--- config.mk ---
export PLATFORM = sky130hd
export DESIGN_NAME = demux_reg_16x_n
export DESIGN_NICKNAME = d
export VERILOG_FILES = /design/src/rtl/demux_reg_16x_n.sv
export SDC_FILE = /design/constraint.sdc
export NUM_CORES = 1
export LEC_CHECK = 0
export CORE_ASPECT_RATIO = 0.9
export CORE_MARGIN = 10
export CORE_UTILIZATION = 50
export DETAILED_ROUTE_END_ITERATION = 6
export PLACE_DENSITY = 0.81
export SKIP_LAST_GASP = 1
export SLEW_MARGIN = 20
export SYNTH_ARGS = -nofsm -noshare
export SYNTH_HDL_FRONTEND = slang
export SYNTH_SLANG_ARGS = --single-unit
--- constraint.sdc ---
create_clock -name clock -period 2.75 [get_ports clock]
set_clock_uncertainty 0.1 [all_clocks]
set_input_delay 0.55 -clock clock [delete_from_list [all_inputs] [get_ports clock]]
set_output_delay 0.55 -clock clock [all_outputs]
set_load 0.02 [all_outputs]
--- src/rtl/demux_reg_16x_n.sv ---
// rtl/demux_reg_16x_n.sv - 16-entry register bank with addressed and append write demultiplexer
module demux_reg_16x_n #(
    parameter int BITS = 4
) (
    input  logic            clock,
    input  logic            reset,
    input  logic            zera,
    input  logic            escreve,
    input  logic            modo,
    input  logic [3:0]      SEL,
    input  logic [BITS-1:0] D,
    output logic [BITS-1:0] Q0,
    output logic [BITS-1:0] Q1,
    output logic [BITS-1:0] Q2,
    output logic [BITS-1:0] Q3,
    output logic [BITS-1:0] Q4,
    output logic [BITS-1:0] Q5,
    output logic [BITS-1:0] Q6,
    output logic [BITS-1:0] Q7,
    output logic [BITS-1:0] Q8,
    output logic [BITS-1:0] Q9,
    output logic [BITS-1:0] Q10,
    output logic [BITS-1:0] Q11,
    output logic [BITS-1:0] Q12,
    output logic [BITS-1:0] Q13,
    output logic [BITS-1:0] Q14,
    output logic [BITS-1:0] Q15,
    output logic [3:0]      ponteiro,
    output logic [4:0]      conta,
    output logic            cheio,
    output logic            vazio,
    output logic            escrito,
    output logic            erro
);

    logic [BITS-1:0] mem_q [16];
    logic [BITS-1:0] mem_d [16];
    logic [3:0]      ptr_q, ptr_d;
    logic [4:0]      cnt_q, cnt_d;
    logic            escrito_q, escrito_d;
    logic            erro_q, erro_d;
    logic            full;

    assign full = (cnt_q == 5'd16);

    always_comb begin
        mem_d     = mem_q;
        ptr_d     = ptr_q;
        cnt_d     = cnt_q;
        escrito_d = 1'b0;
        erro_d    = 1'b0;
        if (zera) begin
            for (int i = 0; i < 16; i++) begin
                mem_d[i] = '0;
            end
            ptr_d = 4'd0;
            cnt_d = 5'd0;
        end else if (escreve) begin
            if (!modo) begin
                mem_d[SEL] = D;
                escrito_d  = 1'b1;
            end else if (!full) begin
                // pointer wraps to 0 on the 16th append while conta reaches 16
                mem_d[ptr_q] = D;
                ptr_d        = ptr_q + 4'd1;
                cnt_d        = cnt_q + 5'd1;
                escrito_d    = 1'b1;
            end else begin
                erro_d = 1'b1;
            end
        end
    end

    always_ff @(posedge clock) begin
        if (reset) begin
            for (int i = 0; i < 16; i++) begin
                mem_q[i] <= '0;
            end
            ptr_q     <= 4'd0;
            cnt_q     <= 5'd0;
            escrito_q <= 1'b0;
            erro_q    <= 1'b0;
        end else begin
            for (int i = 0; i < 16; i++) begin
                mem_q[i] <= mem_d[i];
            end
            ptr_q     <= ptr_d;
            cnt_q     <= cnt_d;
            escrito_q <= escrito_d;
            erro_q    <= erro_d;
        end
    end

    assign Q0       = mem_q[0];
    assign Q1       = mem_q[1];
    assign Q2       = mem_q[2];
    assign Q3       = mem_q[3];
    assign Q4       = mem_q[4];
    assign Q5       = mem_q[5];
    assign Q6       = mem_q[6];
    assign Q7       = mem_q[7];
    assign Q8       = mem_q[8];
    assign Q9       = mem_q[9];
    assign Q10      = mem_q[10];
    assign Q11      = mem_q[11];
    assign Q12      = mem_q[12];
    assign Q13      = mem_q[13];
    assign Q14      = mem_q[14];
    assign Q15      = mem_q[15];
    assign ponteiro = ptr_q;
    assign conta    = cnt_q;
    assign cheio    = full;
    assign vazio    = (cnt_q == 5'd0);
    assign escrito  = escrito_q;
    assign erro     = erro_q;

endmodule

==> results of run 1 <==
-- cell type report --
cell class | count | area [um2]
tap | 87 | 109
fill | 505 | 1790
clock buffer | 12 | 145
sequential | 75 | 1500
multi-input combinational | 227 | 1580
inverter | 4 | 15.0
timing repair buffer | 95 | 936
clock inverter | 4 | 73.8
-- stage by stage --
| step | instances | power [mW] | setup slack (ns) | utilization |
|---|---|---|---|---|
| floorplan | 328 | 1.21 | 0.715 | - |
| global route | 504 | 2.24 | 0.0363 | 0.709 |
| CTS | 504 | 2.18 | 0.0723 | 0.708 |
| global placement | 488 | 1.26 | 0.312 | 0.673 |
| detailed placement | 488 | 1.26 | 0.252 | 0.673 |
| finish | 504 | 2.16 | 0.170 | 0.709 |
-- cells in the mapped netlist, drive strengths merged (3+ instances only) --
| master | n |
|---|---|
| o32ai | 7 |
| o22ai | 3 |
| nand2b | 5 |
| buf | 11 |
| nor2 | 11 |
| ha | 6 |
| dfxtp | 75 |
| nor3 | 6 |
| and3 | 3 |
| o21ai | 7 |
| mux2i | 64 |
| nand2 | 89 |
| inv | 4 |
| clkbuf | 11 |
| xnor2 | 7 |
-- report_power, final --
group,internal [mW],total (mW),switching [mW]
sequential,1.09,1.10,0.00449
combinational,0.0526,0.138,0.0858
clock,0.537,0.930,0.393
-- timing repair --
item / 4_1_cts / 5_1_grt
resized for setup: 0 / 1
endpoints found under the setup margin: 0 / 1
buffers inserted: 0 / 0
-- path summary, 6_finish.rpt --
path | depth (start not counted) | endpoint | slack [ns]
max | 4 | cheio | 0.17
min | 2 | Q2[0] | 0.36
max reg2reg | 7 | Q2[3] | 0.44
min reg2reg | 2 | Q2[0] | 0.36
-- registers in the layout, summed over array words and instances (netlist names), 4 cells and up --
register / cells
Q15: 4
Q12: 4
Q14: 4
Q1: 4
Q11: 4
Q10: 4
Q7: 4
Q5: 4
Q2: 4
Q4: 4
Q13: 4
Q0: 4
Q3: 4
Q8: 4
ponteiro: 4
Q6: 4
conta: 5
Q9: 4
-- metal layers --
metal / part of all wire / vias up / GRT usage
met1: 0.41 / 1205 / 0.191
li1: - / 1277 / -
met4: 0.010 / 0 / 0.0394
met3: 0.095 / 10 / 0.0888
met2: 0.48 / 82 / 0.301
met5: 0 / - / 0
-- worst min-delay path, cell delays in order (launching register included) --
cell and delay [ns]:
dfxtp_1 0.31, nand2_1 0.05, mux2i_1 0.05
-- cell families after synthesis --
logic type,synth area share
AND/OR/NAND/NOR,0.197
flip-flops,0.471
multiplexers,0.201
buffers and inverters,0.0381
AO/OA/AOI/OAI,0.0502
XOR/XNOR,0.0192
adder cells (fa/ha/maj),0.0235
==> flow_metrics.env, run 1 <==
export IMPL_insertedDiodeCount=0
export IMPL_slowest_stage="clkdlybuf4s50_1"
export IMPL_path_cells="inv_1, ha_1, nor4bb_2, clkdlybuf4s50_1"
export IMPL_htreeDepth=3
export IMPL_die_w_um=104
export IMPL_dr_pass1_iters=4
export IMPL_post_route_min_period_ns=2.58
export IMPL_end_kind="output pin"
export IMPL_cts_root_buf="clkbuf_8"
export IMPL_required_ns=2.10
export IMPL_final_common_cell="clkdlybuf4s50_1"
export IMPL_cts_path_max_buffers=2
export IMPL_nNetsFinal=431
export IMPL_hold_start="Q2[0]"
export IMPL_finalMaxSlewViolations=0
export IMPL_synth_edf_count=0
export IMPL_floorplan_initialDensity=0.519
export IMPL_row_count=27
export IMPL_dp_hpwl_um=6210
export IMPL_crit_path_start_kind="register"
export IMPL_grt_pass1_wl_um=14000
export IMPL_place_area_um2=4140
export IMPL_worstReg2RegStart="conta[0]"
export IMPL_overflow=0
export IMPL_synth_top_area_share=0.471
export IMPL_leakagePower_nw=1.96
export IMPL_cts_clk_slew_worst_paths_ns=0.07
export IMPL_clk_latency_ns=0.35
export IMPL_die_y_um=95.8
export IMPL_ys_warn_count=0
export IMPL_period_share=0.938
export IMPL_ys_dominant_reg_cell="dfxtp_1"
export IMPL_vias=2574
export IMPL_setup_tns_ns=0
export IMPL_port_buffers=89
export IMPL_final_cell_mix="89 x clkdlybuf4s50_1, 80 x nand2_1, 75 x dfxtp_1"
export IMPL_ir_drop_v=0.000368
export IMPL_finalSetupViolCount=0
export IMPL_track_usage=0.174
export IMPL_tightest_slew_ns=0.709
export IMPL_max_freq_mhz=388
export IMPL_drc=0
export IMPL_hold_viol=0
export IMPL_drv_cap=0
export IMPL_syn_area_per_cell_um2=9.72
export IMPL_yosys_top_cells_area="dfxtp_1 47%, mux2i_1 20%, nand2_1 9.4%"
export IMPL_path_class="register to output pin"
export IMPL_path_buf_inv=2
export IMPL_gp_congestion=0.868
export IMPL_arrival_ns=1.93
export IMPL_grt_pass1_vias=2671
export IMPL_syn_to_final_growth_pct=36.7
export IMPL_wire_per_inst_um=17.1
export IMPL_rsz0062_at_grt="false"
export IMPL_slowest_delay_ns=0.67
export IMPL_layout_drive_gt1_share=0.0839
export IMPL_wirelength_um=8640
export IMPL_syn_inst=328
export IMPL_hold_slack_ns=0.359
export IMPL_synth_nets=347
export IMPL_slew_headroom=0.526
export IMPL_yosysTopAreaCell="dfxtp_1"
export IMPL_critPathLaunch="conta[0]"
export IMPL_synthDistinctLibCells=35
export IMPL_fin_area_um2=4360
export IMPL_pin_count=90
export IMPL_cts_num_sinks=75
export IMPL_antenna_found_initial=0
export IMPL_cts_tree="yes"
export IMPL_hold_class="register to register"
export IMPL_crit_family="buffers and inverters"
export IMPL_path_max_fanout=5
export IMPL_holdBufCountCts=0
export IMPL_dr_first_iter_drc_count=136
export IMPL_dieArea_um2=9980
export IMPL_syn_cell_area_um2=3190
export IMPL_synth_seq_area_share=0.471
export IMPL_cts_made_buffers=9
export IMPL_core_area_um2=6150
export IMPL_grt_max_degree=39
export IMPL_status="completed"
export IMPL_antenna_left=0
export IMPL_pwr_density_cell_nw_per_um2=496
export IMPL_synthArstFlopShare=0
export IMPL_via_per_inst=5.11
export IMPL_synth_seq_cells=75
No activity file was read; power rests on OpenSTA's default activity.
==> run 2, diff against run 1 <==
--- a/config.mk
+++ b/config.mk
@@ -6,7 +6,7 @@
 export NUM_CORES = 1
 export LEC_CHECK = 0
 export CORE_ASPECT_RATIO = 0.9
-export CORE_MARGIN = 10
+export CORE_MARGIN = 8
 export CORE_UTILIZATION = 50
 export DETAILED_ROUTE_END_ITERATION = 6
 export PLACE_DENSITY = 0.81
==> flow_metrics.env, run 2 (synthesis gave the netlist of run 1 again) <==
export IMPL_track_usage=0.182
export IMPL_via_per_inst=5.19
export IMPL_hold_class="register to register"
export IMPL_crit_path_start_kind="register"
export IMPL_clockPowerShare=0.376
export IMPL_cts_path_max_buffers=2
export IMPL_fin_area_um2=4320
export IMPL_die_y_um=91.8
export IMPL_min_to="Q4[2]"
export IMPL_antenna_left=0
export IMPL_insertedDiodeCount=0
export IMPL_place_area_um2=4140
export IMPL_slowest_stage="clkdlybuf4s50_1"
export IMPL_port_buffers=89
export IMPL_setup_tns_ns=0
export IMPL_gp_congestion=0.883
export IMPL_rrSetupSlack_ns=0.50
export IMPL_finalSetupViolCount=0
export IMPL_grt_pass1_wl_um=13400
export IMPL_r2r_end="Q0[2]"
export IMPL_hold_path_depth=2
export IMPL_hold_viol=0
export IMPL_row_count=27
export IMPL_htreeDepth=3
export IMPL_worstReg2RegStart="conta[0]"
export IMPL_wire_per_inst_um=16.4
export IMPL_cts_made_buffers=9
export IMPL_end_kind="output pin"
export IMPL_finalMaxSlewViolations=0
export IMPL_final_cell_mix="89 x clkdlybuf4s50_1, 80 x nand2_1, 75 x dfxtp_1"
export IMPL_grt_pass1_vias=2681
export IMPL_path_cells="inv_1, ha_1, nor4bb_2, clkdlybuf4s50_1"
export IMPL_arrival_ns=1.97
export IMPL_vias=2609
export IMPL_dp_hpwl_um=6080
export IMPL_power_frac_comb=0.070
export IMPL_final_common_cell="clkdlybuf4s50_1"
export IMPL_post_route_min_period_ns=2.62
export IMPL_period_share=0.954
export IMPL_p_sw_uw=505
export IMPL_grt_max_degree=43
export IMPL_status="completed"
export IMPL_dr_first_iter_drc_count=82
export IMPL_max_freq_mhz=381
export IMPL_pwr_density_cell_nw_per_um2=458
export IMPL_core_area_um2=6150
export IMPL_ir_drop_v=0.000457
export IMPL_die_w_um=100
export IMPL_slowest_delay_ns=0.67
export IMPL_worstRegToRegCells=8
export IMPL_drc=0
export IMPL_cts_root_buf="clkbuf_8"
export IMPL_overflow=0
export IMPL_power_frac_seq=0.554
export IMPL_tightest_slew_ns=0.669
export IMPL_wirelength_um=8240
export IMPL_drv_cap=0
export IMPL_floorplan_initialDensity=0.519
export IMPL_rsz0062_at_grt="false"
export IMPL_antenna_found_initial=0
export IMPL_dr_pass1_iters=4
export IMPL_required_ns=2.10
export IMPL_hold_start="Q4[2]"
export IMPL_path_max_fanout=5
export IMPL_layout_drive_gt1_share=0.0841
export IMPL_p_int_mw=1.47
export IMPL_pin_count=90
export IMPL_dieArea_um2=9190
export IMPL_path_class="register to output pin"
export IMPL_switching_share=0.255
export IMPL_nNetsFinal=430
export IMPL_largest_reg_flops=5
export IMPL_slew_headroom=0.553
export IMPL_clk_latency_ns=0.35
export IMPL_postCtsSetupBuffers=0
export IMPL_cts_num_sinks=75
export IMPL_leakagePower_nw=1.93
export IMPL_cts_tree="yes"
export IMPL_syn_to_final_growth_pct=35.3
export IMPL_cts_clk_slew_worst_paths_ns=0.08
## run 2: cell types whose count changed in the layout (fill, tap and decap cells not counted)
| cell | previous run | this run |
|---|---|---|
| clkbuf_8 | 10 | 9 |
| clkbuf_1 | 2 | 1 |
| clkinv_2 | 1 | 2 |
| buf_12 | 0 | 1 |
| inv_6 | 0 | 1 |
| bufinv_16 | 2 | 0 |
| buf_4 | 6 | 4 |
| clkinv_4 | 1 | 0 |
| clkinvlp_4 | 0 | 3 |
## run 2: metrics by stage
stage / utilization / total power, mW / cells / hold WS [ns] / worst slack, ns
after floorplan: - / 1.21 / 328 / 0.435 / 0.715
after global placement: 0.673 / 1.26 / 487 / 0.344 / 0.292
after detailed placement: 0.673 / 1.26 / 487 / 0.351 / 0.285
after CTS: 0.701 / 1.99 / 503 / 0.362 / 0.00708
after global routing: 0.702 / 2.04 / 503 / 0.372 / 0.0212
final: 0.702 / 1.98 / 503 / 0.360 / 0.125
## run 2: routing by layer
metal	vias to the layer above	track usage	routed length (um)
met5	-	0	0
met4	0	0.0516	75
met3	10	0.0801	791
met2	68	0.302	3910
met1	1255	0.207	3470
li1	1276	-	-
## run 2: cell type report
| class | instances | area [um2] |
|---|---|---|
| Fill cell | 535 | 1830 |
| Multi-Input combinational cell | 227 | 1580 |
| Sequential cell | 75 | 1500 |
| Timing Repair Buffer | 94 | 941 |
| Clock buffer | 10 | 128 |
| Tap cell | 87 | 109 |
| Clock inverter | 6 | 41.3 |
| Inverter | 4 | 15.0 |
## run 2: worst max path at each step
stage                     cells past startpoint  startpoint    end
after global routing                          4    conta[0]  cheio
after floorplan                               8    conta[0]  Q3[0]
after CTS                                     4    conta[0]  cheio
after global placement                        5      SEL[1]  Q0[2]
after detailed placement                      5      SEL[1]  Q0[2]
final                                         4    conta[0]  cheio
## run 2: power by group through the flow
| stage | clock network, mW | logic (mW) | registers, mW |
|---|---|---|---|
| floorplan | 0 | 0.0794 | 1.13 |
| global placement | 0 | 0.137 | 1.12 |
| detailed placement | 0 | 0.138 | 1.12 |
| CTS | 0.758 | 0.138 | 1.10 |
| global route | 0.794 | 0.149 | 1.10 |
| finish | 0.742 | 0.138 | 1.10 |
## run 2: worst max-delay path, delay by kind of cell, from the launching register on
family / cells / cell delay (ns)
AND/OR/NAND/NOR: 1 / 0.36
buffers and inverters: 2 / 0.74
flip-flops: 1 / 0.36
adder cells (fa/ha/maj): 1 / 0.15
## run 2: repair_timing
item,4_1_cts,5_1_grt
endpoints found under the hold margin,0,0
endpoints found under the setup margin,0,1
resized for setup,0,1
hold buffers,0,0
